## src/rtl/store_narrow_rmw.sv

```systemverilog
// ----------------------------------------------------------------------------
// store_narrow_rmw
//
// Purpose:
//   Narrows a 32-bit register value to a byte, halfword or word store and
//   writes it into a word-wide data memory that has no byte enables. Word
//   stores are written directly. Byte and halfword stores read the target
//   word, merge the new lane(s) little-endian, then write the merged word.
//
// Ports:
//   clk, rst_n     - single rising-edge clock, asynchronous active-low reset
//   req_valid      - store request valid
//   req_ready      - block idle and able to accept a request
//   req_addr       - byte address of the store
//   req_data       - register value to store (upper bits ignored for narrow)
//   req_size       - 00 byte, 01 half, 10 word, 11 reserved (rejected)
//   mem_addr       - word address (req_addr with bits [1:0] cleared)
//   mem_rd_en      - one-cycle read strobe
//   mem_rd_data    - read data from memory
//   mem_rd_valid   - read data valid (only looked at while waiting for it)
//   mem_wr_en      - one-cycle write strobe
//   mem_wr_data    - merged write word, registered
//   done           - one-cycle pulse, store committed (same cycle as write)
//   misalign_err   - one-cycle pulse, request rejected
//   timeout_err    - one-cycle pulse, read timed out
//
// Build option:
//   STORE_RMW_TIMEOUT_EN - when defined, the read wait is bounded by
//   TIMEOUT_CYCLES; on expiry the store is abandoned with timeout_err.
//   When undefined the read wait is unbounded and timeout_err is tied 0.
// ----------------------------------------------------------------------------
module store_narrow_rmw #(
    parameter int DATA_WIDTH     = 32,
    parameter int ADDR_WIDTH     = 32,
    parameter int TIMEOUT_CYCLES = 16
) (
    input  logic                  clk,
    input  logic                  rst_n,
    input  logic                  req_valid,
    output logic                  req_ready,
    input  logic [ADDR_WIDTH-1:0] req_addr,
    input  logic [DATA_WIDTH-1:0] req_data,
    input  logic [1:0]            req_size,
    output logic [ADDR_WIDTH-1:0] mem_addr,
    output logic                  mem_rd_en,
    input  logic [DATA_WIDTH-1:0] mem_rd_data,
    input  logic                  mem_rd_valid,
    output logic                  mem_wr_en,
    output logic [DATA_WIDTH-1:0] mem_wr_data,
    output logic                  done,
    output logic                  misalign_err,
    output logic                  timeout_err
);

    // Lane arithmetic below assumes four byte lanes.
    if (DATA_WIDTH != 32 || TIMEOUT_CYCLES < 1) begin : g_param_check
        $error("store_narrow_rmw: DATA_WIDTH must be 32 and TIMEOUT_CYCLES >= 1");
    end

    typedef enum logic [2:0] {
        ST_IDLE    = 3'd0,
        ST_CHECK   = 3'd1,
        ST_RD_REQ  = 3'd2,
        ST_RD_WAIT = 3'd3,
        ST_WR      = 3'd4
    } state_e;

    localparam logic [1:0] SIZE_BYTE = 2'b00;
    localparam logic [1:0] SIZE_HALF = 2'b01;
    localparam logic [1:0] SIZE_WORD = 2'b10;

    // Reserved size is treated as misaligned so it is rejected the same way.
    function automatic logic is_misaligned(input logic [1:0] off, input logic [1:0] size);
        logic bad;
        case (size)
            SIZE_BYTE: bad = 1'b0;
            SIZE_HALF: bad = off[0];
            SIZE_WORD: bad = (off != 2'b00);
            default:   bad = 1'b1;
        endcase
        return bad;
    endfunction

    // Little-endian lane merge: lane k is bits [8k+7:8k].
    function automatic logic [DATA_WIDTH-1:0] merge_word(
        input logic [DATA_WIDTH-1:0] rd,
        input logic [DATA_WIDTH-1:0] wd,
        input logic [1:0]            size,
        input logic [1:0]            off
    );
        logic [DATA_WIDTH-1:0] m;
        m = rd;
        case (size)
            SIZE_BYTE: m[{off, 3'b000} +: 8] = wd[7:0];
            SIZE_HALF: begin
                if (off[1]) begin
                    m[31:16] = wd[15:0];
                end else begin
                    m[15:0] = wd[15:0];
                end
            end
            default:   m = wd;
        endcase
        return m;
    endfunction

    state_e                  state_q, state_d;
    logic [1:0]              off_q, off_d;
    logic [1:0]              size_q, size_d;
    logic [DATA_WIDTH-1:0]   data_q, data_d;
    logic [ADDR_WIDTH-1:0]   mem_addr_q, mem_addr_d;
    logic [DATA_WIDTH-1:0]   mem_wr_data_q, mem_wr_data_d;
    logic                    req_ready_q, req_ready_d;
    logic                    mem_rd_en_q, mem_rd_en_d;
    logic                    mem_wr_en_q, mem_wr_en_d;
    logic                    done_q, done_d;
    logic                    misalign_err_q, misalign_err_d;
`ifdef STORE_RMW_TIMEOUT_EN
    localparam int CNT_W = $clog2(TIMEOUT_CYCLES + 1);
    logic [CNT_W-1:0]        cnt_q, cnt_d;
    logic                    timeout_err_q, timeout_err_d;
`endif

    // Next-state and next-output logic; outputs are registered so each
    // strobe is computed from the state being entered.
    always_comb begin
        state_d        = state_q;
        off_d          = off_q;
        size_d         = size_q;
        data_d         = data_q;
        mem_addr_d     = mem_addr_q;
        mem_wr_data_d  = mem_wr_data_q;
        misalign_err_d = 1'b0;
`ifdef STORE_RMW_TIMEOUT_EN
        cnt_d          = cnt_q;
        timeout_err_d  = 1'b0;
`endif
        case (state_q)
            ST_IDLE: begin
                if (req_valid) begin
                    off_d          = req_addr[1:0];
                    size_d         = req_size;
                    data_d         = req_data;
                    mem_addr_d     = {req_addr[ADDR_WIDTH-1:2], 2'b00};
                    // Raised now so the pulse lines up with the CHECK cycle.
                    misalign_err_d = is_misaligned(req_addr[1:0], req_size);
                    state_d        = ST_CHECK;
                end else begin
                    state_d        = ST_IDLE;
                end
            end
            ST_CHECK: begin
                if (is_misaligned(off_q, size_q)) begin
                    state_d       = ST_IDLE;
                end else if (size_q == SIZE_WORD) begin
                    mem_wr_data_d = data_q;
                    state_d       = ST_WR;
                end else begin
                    state_d       = ST_RD_REQ;
                end
            end
            ST_RD_REQ: begin
`ifdef STORE_RMW_TIMEOUT_EN
                cnt_d   = '0;
`endif
                state_d = ST_RD_WAIT;
            end
            ST_RD_WAIT: begin
                if (mem_rd_valid) begin
                    mem_wr_data_d = merge_word(mem_rd_data, data_q, size_q, off_q);
                    state_d       = ST_WR;
`ifdef STORE_RMW_TIMEOUT_EN
                end else if (cnt_q == CNT_W'(TIMEOUT_CYCLES - 1)) begin
                    timeout_err_d = 1'b1;
                    state_d       = ST_IDLE;
                end else begin
                    cnt_d         = cnt_q + {{(CNT_W-1){1'b0}}, 1'b1};
                    state_d       = ST_RD_WAIT;
                end
`else
                end else begin
                    state_d       = ST_RD_WAIT;
                end
`endif
            end
            ST_WR: begin
                state_d = ST_IDLE;
            end
            default: begin
                state_d = ST_IDLE;
            end
        endcase
        req_ready_d = (state_d == ST_IDLE);
        mem_rd_en_d = (state_d == ST_RD_REQ);
        mem_wr_en_d = (state_d == ST_WR);
        done_d      = (state_d == ST_WR);
    end

    // State, captured request and registered outputs.
    always_ff @(posedge clk or negedge rst_n) begin
        if (!rst_n) begin
            state_q        <= ST_IDLE;
            off_q          <= 2'b00;
            size_q         <= 2'b00;
            data_q         <= '0;
            mem_addr_q     <= '0;
            mem_wr_data_q  <= '0;
            req_ready_q    <= 1'b1;
            mem_rd_en_q    <= 1'b0;
            mem_wr_en_q    <= 1'b0;
            done_q         <= 1'b0;
            misalign_err_q <= 1'b0;
        end else begin
            state_q        <= state_d;
            off_q          <= off_d;
            size_q         <= size_d;
            data_q         <= data_d;
            mem_addr_q     <= mem_addr_d;
            mem_wr_data_q  <= mem_wr_data_d;
            req_ready_q    <= req_ready_d;
            mem_rd_en_q    <= mem_rd_en_d;
            mem_wr_en_q    <= mem_wr_en_d;
            done_q         <= done_d;
            misalign_err_q <= misalign_err_d;
        end
    end

`ifdef STORE_RMW_TIMEOUT_EN
    // Read-wait counter and timeout pulse.
    always_ff @(posedge clk or negedge rst_n) begin
        if (!rst_n) begin
            cnt_q         <= '0;
            timeout_err_q <= 1'b0;
        end else begin
            cnt_q         <= cnt_d;
            timeout_err_q <= timeout_err_d;
        end
    end
    assign timeout_err = timeout_err_q;
`else
    assign timeout_err = 1'b0;
`endif

    assign req_ready    = req_ready_q;
    assign mem_addr     = mem_addr_q;
    assign mem_rd_en    = mem_rd_en_q;
    assign mem_wr_en    = mem_wr_en_q;
    assign mem_wr_data  = mem_wr_data_q;
    assign done         = done_q;
    assign misalign_err = misalign_err_q;

endmodule

```

## config.mk

```make
export PLATFORM = sky130hd
export DESIGN_NAME = store_narrow_rmw
export DESIGN_NICKNAME = d
export VERILOG_FILES = /design/src/rtl/store_narrow_rmw.sv
export SDC_FILE = /design/constraint.sdc
export NUM_CORES = 1
export LEC_CHECK = 0
export ABC_AREA = 1
export BUFFER_PORTS_ARGS = -buffer_cell sky130_fd_sc_hd__buf_2
export CAP_MARGIN = 0
export CORE_ASPECT_RATIO = 0.5
export CORE_UTILIZATION = 31
export CTS_BUF_LIST = sky130_fd_sc_hd__clkbuf_4
export CTS_CLUSTER_SIZE = 25
export DETAILED_ROUTE_END_ITERATION = 10
export PLACE_DENSITY = 0.5
export SETUP_SLACK_MARGIN = 0.1
export SYNTH_ARGS = -nofsm -noshare
export SYNTH_HDL_FRONTEND = slang
export SYNTH_SLANG_ARGS = --single-unit
```

## constraint.sdc

```tcl
create_clock -name clk -period 2.6 [get_ports clk]
set_input_delay 0.26 -clock clk [delete_from_list [all_inputs] [get_ports clk]]
set_output_delay 0.26 -clock clk [all_outputs]
set_load 0.03 [all_outputs]
```

Yosys cells after proc, flatten, opt, wreduce, memory -nomap -nowiden
Index checks and enable logic that the tools add are counted.
W data, S select, Z words.
{"block": "op_classes", "addsub": 1, "shifts": 2, "eq_ne": 12, "muxes": 18, "n_reduce_logical": 9}
{"op": "$pmux W32 S2", "count": 2}
{"op": "$mux W32", "count": 3}
{"op": "$bwmux W32", "count": 1}
{"op": "$mux W16", "count": 2}
{"op": "$shift A8 B7 Y32 const A", "count": 1}
{"op": "$shiftx A8 B7 Y32", "count": 1}
{"op": "$pmux W3 S4", "count": 1}
{"op": "$eq A3 B2 Y1 const B", "count": 3}
{"op": "$mux W3", "count": 3}
{"op": "$neg A5 Y7", "count": 1}
{"op": "$logic_not A3 Y1", "count": 2}
{"op": "$ne A2 B2 Y1 const B", "count": 3}
{"op": "$pmux W1 S3", "count": 2}
{"op": "$reduce_bool A2 Y1", "count": 3}
{"op": "$eq A2 B1 Y1 const B", "count": 2}
{"op": "$eq A2 B2 Y1 const B", "count": 2}
{"op": "$logic_not A2 Y1", "count": 2}
{"op": "$mux W1", "count": 4}
{"op": "$reduce_and A4 Y1", "count": 1}
{"op": "$eq A3 B1 Y1 const B", "count": 1}
{"op": "$eq A3 B3 Y1 const B", "count": 1}
{"op": "$reduce_and A2 Y1", "count": 1}
{"block": "totals", "elab_cells": 52, "regBits": 105}

Logic depth before layout (Yosys ltp)
Gate-level depths: netlist of the first run.
{"block": "depth", "depth_word": 6, "depth_mapped": 12}

Worst setup path before layout of the first run
No wires, ideal clock.
{"block": "synth_path", "path_type": "register to register", "start": "reg off_q[1]", "end": "reg mem_wr_data_q[12] (netlist: mem_wr_data[12])", "stages_incl_launch_ff": 13, "setup_slack_ns": 0.667, "period_less_slack_ns": 1.933, "t_arrival_ns": 1.855, "cell_sequence": "dfrtp_1 -> inv_2 -> clkbuf_1 -> ha_1 -> inv_1 -> nor2_1 -> buf_4 -> nand3_1 -> nand2_1 -> nand2_1 -> nand2_1 -> nand2_1 -> a21oi_1"}
{"block": "synth_via", "elab_chain_len": 6, "word_cells_on_any_way": 13}
{"element": "start, declared", "line_no": "108", "rtl": "logic [1:0] off_q, off_d;"}
{"element": "start signal, assigned", "line_no": "203", "rtl": "off_q <= 2'b00;"}
{"element": "start signal, assigned", "line_no": "215", "rtl": "off_q <= off_d;"}
{"element": "$neg A5 Y7", "line_no": "94", "rtl": "SIZE_BYTE: m[{off, 3'b000} +: 8] = wd[7:0];"}
{"element": "$shiftx A8 B7 Y32 / $shift A8 B7 Y32 (equally long branches)", "line_no": "94"}
{"element": "$bwmux W32", "line_no": "94"}
{"element": "$pmux W32 S2", "line_no": "93", "rtl": "case (size)"}
{"element": "$mux W32", "line_no": "169", "rtl": "if (mem_rd_valid) begin"}
{"element": "$pmux W32 S2", "line_no": "138", "rtl": "case (state_q)"}
{"element": "end signal, assigned", "line_no": "219", "rtl": "mem_wr_data_q <= mem_wr_data_d;"}
{"element": "end, declared", "line_no": "112", "rtl": "logic [DATA_WIDTH-1:0] mem_wr_data_q, mem_wr_data_d;"}
Several ways; a longest one is shown, not always the timed one. The select of a mux whose other input is x is not followed.
A chain may end at the register's enable or synchronous reset.

Worst setup path after layout of the first run
{"block": "layout_path", "start": "reg off_q[0]", "end": "reg mem_wr_data_q[25] (netlist: mem_wr_data[25])"}
Same word-level chain as after synthesis.

==> results of run 1 <==
## metrics by stage
stage | util (%) | total power, W
5_1_grt | 42.0 | 0.00951
2_1_floorplan | - | 0.00641
3_5_place_dp | 38.2 | 0.00789
6_report | 42.0 | 0.00876
4_1_cts | 41.9 | 0.00882
3_3_place_gp | 38.2 | 0.00786
## cell usage in the layout (no fill, tap or decap), types with 2 or more instances in the layout
| cell type | n |
|---|---|
| a21oi_1 | 97 |
| buf_12 | 2 |
| buf_2 | 167 |
| buf_4 | 15 |
| clkbuf_4 | 10 |
| conb_1 | 3 |
| dfrtp_1 | 104 |
| dlygate4sd3_1 | 55 |
| ha_1 | 5 |
| inv_1 | 62 |
| inv_2 | 2 |
| inv_6 | 2 |
| mux2_2 | 31 |
| nand2_1 | 209 |
| nand2_2 | 2 |
| nand2_4 | 2 |
| nand3_1 | 41 |
| nand4_1 | 5 |
| nor2_1 | 92 |
| nor2_2 | 3 |
| o211ai_1 | 14 |
| o21ai_0 | 20 |
| o21ai_1 | 3 |
## layer usage
metal | track usage, % | part of all wire [%] | wire (um) | vias up
li1 | - | - | - | 2804
met1 | 28.8 | 50 | 9360 | 2589
met2 | 31.4 | 43 | 8030 | 155
met3 | 5.80 | 6.0 | 1130 | 18
met4 | 4.64 | 1.3 | 247 | 0
met5 | 0 | 0 | 0 | -
## worst max-delay path, stage by stage, from the launching register on
cell	delay [ns]
dfrtp_1	0.61
inv_1	0.17
ha_1	0.36
nor2_1	0.46
nand3_1	0.14
nand2_1	0.08
nand2_1	0.05
nand2_1	0.09
nand2_1	0.08
a21oi_1	0.13
## cells by family (layout without fill, tap and decap cells)
kind of cell,after synthesis,count (layout),synth area share (%)
AND/OR/NAND/NOR,358,358,25.5
buffers and inverters,108,319,8.60
adder cells (fa/ha/maj),5,5,1.10
other,1,3,0.0657
AO/OA/AOI/OAI,135,135,12.5
flip-flops,105,105,46.1
multiplexers,31,31,6.12
## state kept, by name, indices dropped and copies added, names as in the netlist
name,cells
data_q,32
mem_wr_data,32
mem_addr,30
state_q,3
off_q,2
size_q,2
done,1
mem_rd_en,1
misalign_err,1
req_ready,1
## synth_stat cells (2+ instances only)
| cell | number |
|---|---|
| nand2_2 | 2 |
| inv_2 | 2 |
| nor2_1 | 93 |
| o21ai_0 | 20 |
| a21oi_1 | 97 |
| mux2_2 | 31 |
| inv_1 | 62 |
| nor2_2 | 2 |
| ha_1 | 5 |
| dfrtp_1 | 104 |
| buf_4 | 16 |
| nand2_1 | 209 |
| clkbuf_1 | 12 |
| nand4_1 | 5 |
| o21ai_1 | 3 |
| nand2_4 | 2 |
| buf_2 | 14 |
| o211ai_1 | 14 |
| nand3_1 | 42 |
## worst min path at each step
stage | start | end | slack (ns) | cells past startpoint
after floorplan | rst_n | data_q[0]$_DFFE_PN0P_ | -0.04 | 0
after global placement | rst_n | mem_addr[17]$_DFFE_PN0P_ | 0.23 | 1
after detailed placement | rst_n | mem_addr[24]$_DFFE_PN0P_ | 0.23 | 1
after CTS | req_data[0] | data_q[0]$_DFFE_PN0P_ | 0.002 | 3
after global routing | req_data[30] | data_q[30]$_DFFE_PN0P_ | 0.01 | 3
final | req_data[3] | data_q[3]$_DFFE_PN0P_ | 0.03 | 3
## power by group
part / internal (W) / switching (W)
clock network: 0.000220 / 0.000612
registers: 0.00242 / 0.000513
logic: 0.00159 / 0.00341
## area by class of cell
cell class / count / area, um2
multi-input cells: 532 / 2610
inverters: 64 / 240
clock buffers: 10 / 75.1
well taps: 234 / 293
fillers: 1887 / 10300
clock inverters: 6 / 48.8
flip-flops and latches: 105 / 2630
repair buffers: 239 / 1540
==> metrics.md, run 1 <==
| Metric | Value |
|---|---|
| Status | completed |
| Crit-path max FO | 14 |
| Slew @ Worst Pin | 0.807 ns |
| Cell count after synthesis | 743 |
| Post-CTS Hold Fix Bufs | 53 |
| CP startpoint kind | register |
| Synth Area per Inst | 7.68 um2 |
| Clk Latency, worst-skew pair | 0.49 ns |
| RSZ-0062 raised after global routing | false |
| Min Hold Slack | 0.0348 ns |
| Area contributors post-synth | dfrtp_1, nand2_1, a21oi_1 |
| Reg-to-Reg Start | off_q[0]$_DFFE_PN0P_ |
| # clock sinks | 105 |
| Final hold viol count | 0 |
| I/O pin count | 172 |
| Inserted Clock Buffers | 9 |
| Seq/Total Area, Yosys | 46.1% |
| Post-synth EDFFs | 0 |
| Die Y | 97.9 um |
| Area after DPL | 6760 um2 |
| Synth area leader | dfrtp_1 |
| # DRC | 0 |
| Max Clock Freq | 0.454 GHz |
| Finished Cell Area | 7430 um2 |
| Die Span X | 194 um |
| Max H-tree Level | 3 |
| Synth cell types | 27 |
| Vias | 5566 |
| CTS tree | yes |
| Row cnt | 34 |
| Leak | 3.81 nW |
| Grt total ovfl | 0 |
| Iter 0 DRT Violations | 373 |
| Diode count | 0 |
| Fin Clk Skew | 0.0232 ns |
| Asr flop ratio synth | 100% |
| Hold/Removal Path Class | in -> reg |
| Vias in the first global route | 5641 |
| Final setup vio count | 0 |
| Worst setup path end | mem_wr_data[25]$_DFFE_PN0P_ |
| Flop2flop setup slack | 0.40 ns |
| IO buf count | 168 |
| Critical path data required time | 3.04 ns |
| Post-DP HPWL | 13.3 mm |
| Seq cells post-synth | 105 |
| PwrDens | 1180 nW/um2 |
| GRT Util Overall | 20.6% |
| DP Cell Count | 1119 |
| Vias per cell | 4.68 |
| Worst setup EP type | register |
| Reg2Reg Depth | 9 |
| Resize count post-CTS | 0 |
| Final WL | 18.8 mm |
| Final period util | 84.6% |
| Critical R2R Capture | mem_wr_data[25]$_DFFE_PN0P_ |
| Post-synth top area share | 45.6% |
| First-pass GRT wire length | 30.5 mm |
| Max_slew headroom | 46.1% |
| Reg clk slew, reported paths | 0.18 ns |
| Setup TNS | 0 ns |
| Placer's final routability congestion estimate | 0.887 |
| Dpl ws | 0.467 ns |
| CTS Root Cell | clkbuf_4 |
| CTS Buffer Depth | 2 |
| Layout cells sized above 1 | 25.4% |
| Max-cap violations | 0 |
| Commonest register cell after synthesis | dfrtp_1 |
| Drt wl/cell | 15.8 um |
| Pre-antenna DRT Iters | 5 |
| PnR worst setup slack | 0.399 ns |
| Post-Synthesis Cell Area | 5700 um2 |
| Crit path kind | reg -> reg |
| Initial core utilization | 32.2% |
| CORE AREA | 17700 um2 |
| Largest net degree at the start of global routing | 71 |
| Area delta synth->final | 30.3% |
| Crit path from | off_q[0]$_DFFE_PN0P_ |
| Die area | 19000 um2 |
| Postcts setup bufs | 0 |
| Final nets | 1058 |
| Initial antenna violation count | 0 |
| Pins Over Slew Limit | 0 |
| Fin crit period | 2.20 ns |
| Yosys warns | 0 |
| Post-route insts no fill | 1190 |
| Routed Antenna Nets | 0 |
| Max VDD drop | 0.662 mV |
| Arrival @ worst endpoint | 2.64 ns |
Note: power is estimated with default switching activity, not from simulation.
==> inputs of run 2 (changes only) <==
- PLACE_DENSITY: 0.5 -> 0.52
- clock period: 2.6 -> 1.85 ns (I/O delays scaled with it)
==> metrics.md, run 2 (synthesized netlist as in run 1, its figures left out) <==
| Metric | Value |
|---|---|
| Status | completed |
| Routed Antenna Nets | 0 |
| CTS tree | yes |
| Hold/Removal Path Class | in -> reg |
| Die area | 19000 um2 |
| Post-DP HPWL | 12.9 mm |
| Final setup vio count | 0 |
| IO buf count | 168 |
| Worst setup EP type | register |
| Final WL | 18.6 mm |
| DP Cell Count | 1125 |
| CORE AREA | 17700 um2 |
| First-pass GRT wire length | 29.9 mm |
| Max-cap violations | 0 |
| Area after DPL | 6890 um2 |
| Iter 0 DRT Violations | 292 |
| Vias | 5731 |
| Critical path's slowest cell | dfrtp_1 |
| Most frequent cells in the layout | nand2_1, buf_2, dfrtp_1 |
| CTS Buffer Depth | 2 |
| Area delta synth->final | 36.5% |
| Pins Over Slew Limit | 0 |
| GRT Util Overall | 20.1% |
| Slowest stage delay, CP | 0.43 ns |
| # clock sinks | 105 |
| Placer's final routability congestion estimate | 0.840 |
| Initial antenna violation count | 0 |
| Final nets | 1083 |
| Die Y | 97.9 um |
| Min Hold Slack | 0.0835 ns |
| # DRC | 0 |
| CP startpoint kind | register |
| Max H-tree Level | 3 |
| I/O pin count | 172 |
| Crit path kind | reg -> reg |
| Clk Latency, worst-skew pair | 0.50 ns |
| Die Span X | 194 um |
| CP dominant cell by count | nand2_1 |
| Max Clock Freq | 0.591 GHz |
| Grt total ovfl | 0 |
| Commonest non-fill, non-tap cell in the layout | nand2_1 |
| Finished Cell Area | 7790 um2 |
| Inserted Clock Buffers | 9 |
| Final period util | 91.4% |
| CTS Root Cell | clkbuf_4 |
| Reg clk slew, reported paths | 0.19 ns |
| Slew @ Worst Pin | 0.531 ns |
| Diode count | 0 |
| Fin crit period | 1.69 ns |
| Max VDD drop | 0.897 mV |
| Leak | 3.95 nW |
| Row cnt | 34 |
| Crit-path max FO | 8 |
| Post-route insts no fill | 1215 |
| Layout cells sized above 1 | 27.3% |
| Vias in the first global route | 5600 |
| Worst path cell trace | inv_2 -> ha_4 -> nor2_2 -> nand3_1 -> nand2_1 -> nand2_1 -> nand2_1 -> nand2_1 -> a21oi_1 |
| Fin Clk Skew | 0.0322 ns |
| Max_slew headroom | 64.6% |
| Final hold viol count | 0 |
| Largest net degree at the start of global routing | 72 |
| Pre-antenna DRT Iters | 4 |
| Drt wl/cell | 15.3 um |
| Initial core utilization | 32.2% |
| RSZ-0062 raised after global routing | true |
| PwrDens | 1650 nW/um2 |
| Critical path data required time | 2.29 ns |
| Vias per cell | 4.72 |
| Setup TNS | 0 ns |
| Arrival @ worst endpoint | 2.13 ns |
==> run 2: changes by cell type in the layout (fill, tap and decap cells not counted), moves of 2 or more <==
cell           previous run  this run
nor2_1                   92        88
buf_12                    2         8
ha_1                      5         3
buf_4                    15        19
inv_2                     2         6
dlygate4sd3_1            55        68
inv_1                    62        58
nor2_2                    3         6
==> run 2: report_power, final <==
group	switching (W)	leakage, nW	internal (W)	total [W]
clock network	0.000856	0.0668	0.000313	0.00117
registers	0.000702	1.19	0.00340	0.00410
logic	0.00496	2.69	0.00262	0.00758
==> run 2: final timing paths <==
check | endpoint | slack [ns] | start | cells past startpoint
min reg2reg | mem_wr_data[15]$_DFFE_PN0P_ | 0.50 | mem_wr_data[15]$_DFFE_PN0P_ | 2
max in group asynchronous | mem_wr_data[9]$_DFFE_PN0P_ | 1.03 | rst_n | 3
min in group asynchronous | data_q[18]$_DFFE_PN0P_ | 0.20 | rst_n | 2
max | mem_wr_data[25]$_DFFE_PN0P_ | 0.16 | off_q[1]$_DFFE_PN0P_ | 9
max reg2reg | mem_wr_data[25]$_DFFE_PN0P_ | 0.16 | off_q[1]$_DFFE_PN0P_ | 9
min | mem_wr_data[14]$_DFFE_PN0P_ | 0.08 | mem_rd_data[14] | 5
==> run 2: stage by stage <==
step | power (W) | util (%) | setup slack, ns
global route | 0.0138 | 44.0 | 0.0278
floorplan | 0.00911 | - | 0.107
CTS | 0.0127 | 43.5 | 0.104
finish | 0.0129 | 44.0 | 0.158
global placement | 0.0113 | 38.9 | 0.157
detailed placement | 0.0113 | 38.9 | 0.112
==> run 2: worst max-delay path: cells and delay by family, from the launching register on <==
kind | cells | cell delay (ns)
DFF | 1 | 0.43
adders and majority gates | 1 | 0.23
AOI/OAI and AO/OA | 1 | 0.14
buffers and inverters | 1 | 0.12
and+or+nand+nor | 6 | 0.73
==> run 2: cell type report <==
type	instances	area, um2
multi-input combinational	532	2640
fill	1820	9910
sequential	105	2630
tap	234	293
timing repair buffer	264	1860
clock inverter	6	51.3
clock buffer	10	75.1
inverter	64	240
==> run 2: layer usage <==
metal	routed length (um)	part of all wire (%)	GRT usage, %	vias up
li1	-	-	-	2833
met1	9090	49	27.5	2707
met2	8300	45	32.3	173
met3	979	5.3	4.59	18
met4	227	1.2	4.64	0
met5	0	0	0	-
==> run 2: repair_timing <==
action / in CTS / in global routing
pin swaps: 0 / 5
resized for setup: 2 / 7
hold buffers: 68 / 0
setup buffers: 0 / 5
endpoints found under the setup margin: 3 / 32
gates cloned: 0 / 1
hold endpoints to repair: 102 / 0
==> inputs of run 3 (changes only) <==
- CORE_MARGIN: not set -> 3
==> metrics.md, run 3 (synthesized netlist as in run 1, its figures left out) <==
| Metric | Value |
|---|---|
| Worst path cell trace | inv_2 -> ha_4 -> inv_1 -> nor2_4 -> buf_6 -> nand3_1 -> nand2_1 -> nand2_1 -> nand2_2 -> nand2_1 -> a21oi_2 |
| Post-DP HPWL | 13.4 mm |
| IO buf count | 168 |
| Min Hold Slack | 0.0832 ns |
| # DRC | 0 |
| Initial antenna violation count | 0 |
| Slowest stage delay, CP | 0.40 ns |
| Layout cells sized above 1 | 27.7% |
| Critical path's slowest cell | dfrtp_1 |
| I/O pin count | 172 |
| Final period util | 92.0% |
| Fin Clk Skew | 0.0117 ns |
| Vias per cell | 4.73 |
| Flop2flop setup slack | 0.15 ns |
| Hold EP | mem_wr_data[15]$_DFFE_PN0P_ |
| Die area | 20200 um2 |
| Reg2Reg Depth | 11 |
| CTS Root Cell | clkbuf_4 |
| First-pass GRT wire length | 30.4 mm |
| Most Crowded Layer GR | met2 |
| Grt met1 use | 26.3% |
| Final hold viol count | 0 |
| CP dominant cell by count | nand2_1 |
| Arrival @ worst endpoint | 2.14 ns |
| CTS Buffer Depth | 2 |
| RSZ-0062 raised after global routing | true |
| Worst Hold Depth | 5 |
| Row cnt | 34 |
| # clock sinks | 105 |
| Hold Startpoint | mem_rd_data[15] |
| Diode count | 0 |
| CP startpoint kind | register |
| Vias | 5745 |
| Final setup vio count | 0 |
| Most frequent cells in the layout | nand2_1, buf_2, dfrtp_1 |
| Vias in the first global route | 5745 |
| Pre-antenna DRT Iters | 5 |
| Die Span X | 198 um |
| Crit path kind | reg -> reg |
| Reg clk slew, reported paths | 0.17 ns |
| Crit-path max FO | 8 |
| Initial core utilization | 32.2% |
| Largest net degree at the start of global routing | 56 |
| Setup TNS | 0 ns |
| GRT Util Overall | 19.2% |
| Max VDD drop | 0.786 mV |
| Max-cap violations | 0 |
| Grt total ovfl | 0 |
| Final WL | 18.9 mm |
| Max_slew headroom | 66.1% |
| Fin crit period | 1.70 ns |
| Max H-tree Level | 3 |
| CTS tree | yes |
| Routed Antenna Nets | 0 |
| Final nets | 1082 |
| Max Clock Freq | 0.587 GHz |
| Slew @ Worst Pin | 0.508 ns |
| Die Y | 102 um |
| Pins Over Slew Limit | 0 |
| Status | completed |
| Hold/Removal Path Class | in -> reg |
| Drt wl/cell | 15.6 um |
| Leak | 3.95 nW |
| Reg-to-Reg Start | off_q[1]$_DFFE_PN0P_ |
| Worst setup EP type | register |
| Placer's final routability congestion estimate | 0.902 |
| Area delta synth->final | 36.5% |
| GRT met3 Usage | 4.84% |
| CORE AREA | 17700 um2 |
| Met2 Usage GRT | 31.6% |
| PwrDens | 1650 nW/um2 |
| Clk Latency, worst-skew pair | 0.49 ns |
| Critical path data required time | 2.28 ns |
| Commonest non-fill, non-tap cell in the layout | nand2_1 |
| Inserted Clock Buffers | 9 |
| Critical R2R Capture | mem_wr_data[17]$_DFFE_PN0P_ |
| Iter 0 DRT Violations | 272 |
## run 3: final cells by class
class	count	area [um2]
fillers	1779	9910
multi-input cells	532	2680
flip-flops and latches	105	2630
repair buffers	263	1810
well taps	234	293
inverters	64	240
clock buffers	11	82.6
clock inverters	5	46.3
## run 3: what timing repair did
action / CTS / global route
hold endpoints to repair: 102 / 0
hold buffers: 68 / 0
buffers inserted: 0 / 4
gates resized for setup: 2 / 18
pin swaps: 0 / 2
endpoints found under the setup margin: 1 / 32
## run 3: critical path, delay by kind of cell, from the launching register on
kind	cells	cell delay, ns
and+or+nand+nor	6	0.50
adders and majority gates	1	0.32
AOI/OAI and AO/OA	1	0.13
buffers and inverters	3	0.30
DFF	1	0.40
## run 3: how the worst max path moves through the flow
stage / start / end / slack, ns
2_1_floorplan: off_q[1]$_DFFE_PN0P_ / mem_wr_data[12]$_DFFE_PN0P_ / 0.11
3_3_place_gp: off_q[1]$_DFFE_PN0P_ / mem_wr_data[17]$_DFFE_PN0P_ / 0.16
3_5_place_dp: off_q[1]$_DFFE_PN0P_ / mem_wr_data[17]$_DFFE_PN0P_ / 0.1
4_1_cts: off_q[0]$_DFFE_PN0P_ / mem_wr_data[17]$_DFFE_PN0P_ / 0.11
5_1_grt: off_q[1]$_DFFE_PN0P_ / mem_wr_data[8]$_DFFE_PN0P_ / 0.03
6_report: off_q[1]$_DFFE_PN0P_ / mem_wr_data[17]$_DFFE_PN0P_ / 0.15
## run 3: stage by stage
| stage | std cells | power [W] | util (%) | setup slack (ns) | cell area [um2] |
|---|---|---|---|---|---|
| 5_1_grt | 1214 | 0.0139 | 44.0 | 0.0306 | 7780 |
| 6_report | 1214 | 0.0129 | 44.0 | 0.148 | 7780 |
| 2_1_floorplan | 745 | 0.00911 | - | 0.107 | 5740 |
| 3_5_place_dp | 1126 | 0.0114 | 38.9 | 0.0977 | 6890 |
| 4_1_cts | 1210 | 0.0127 | 43.5 | 0.107 | 7700 |
| 3_3_place_gp | 1126 | 0.0113 | 38.9 | 0.163 | 6890 |
## run 3: metal layers
layer / share of wire [%] / wire length [um]
met1: 47 / 8790
met2: 46 / 8610
met3: 6.7 / 1270
met4: 1.1 / 214
met5: 0 / 0
## run 3: report_power, final
part | total, W | switching [W] | internal (W)
sequential | 0.00409 | 0.000685 | 0.00340
clock | 0.00117 | 0.000834 | 0.000335
combinational | 0.00761 | 0.00501 | 0.00260
total | 0.0129 | 0.00653 | 0.00633
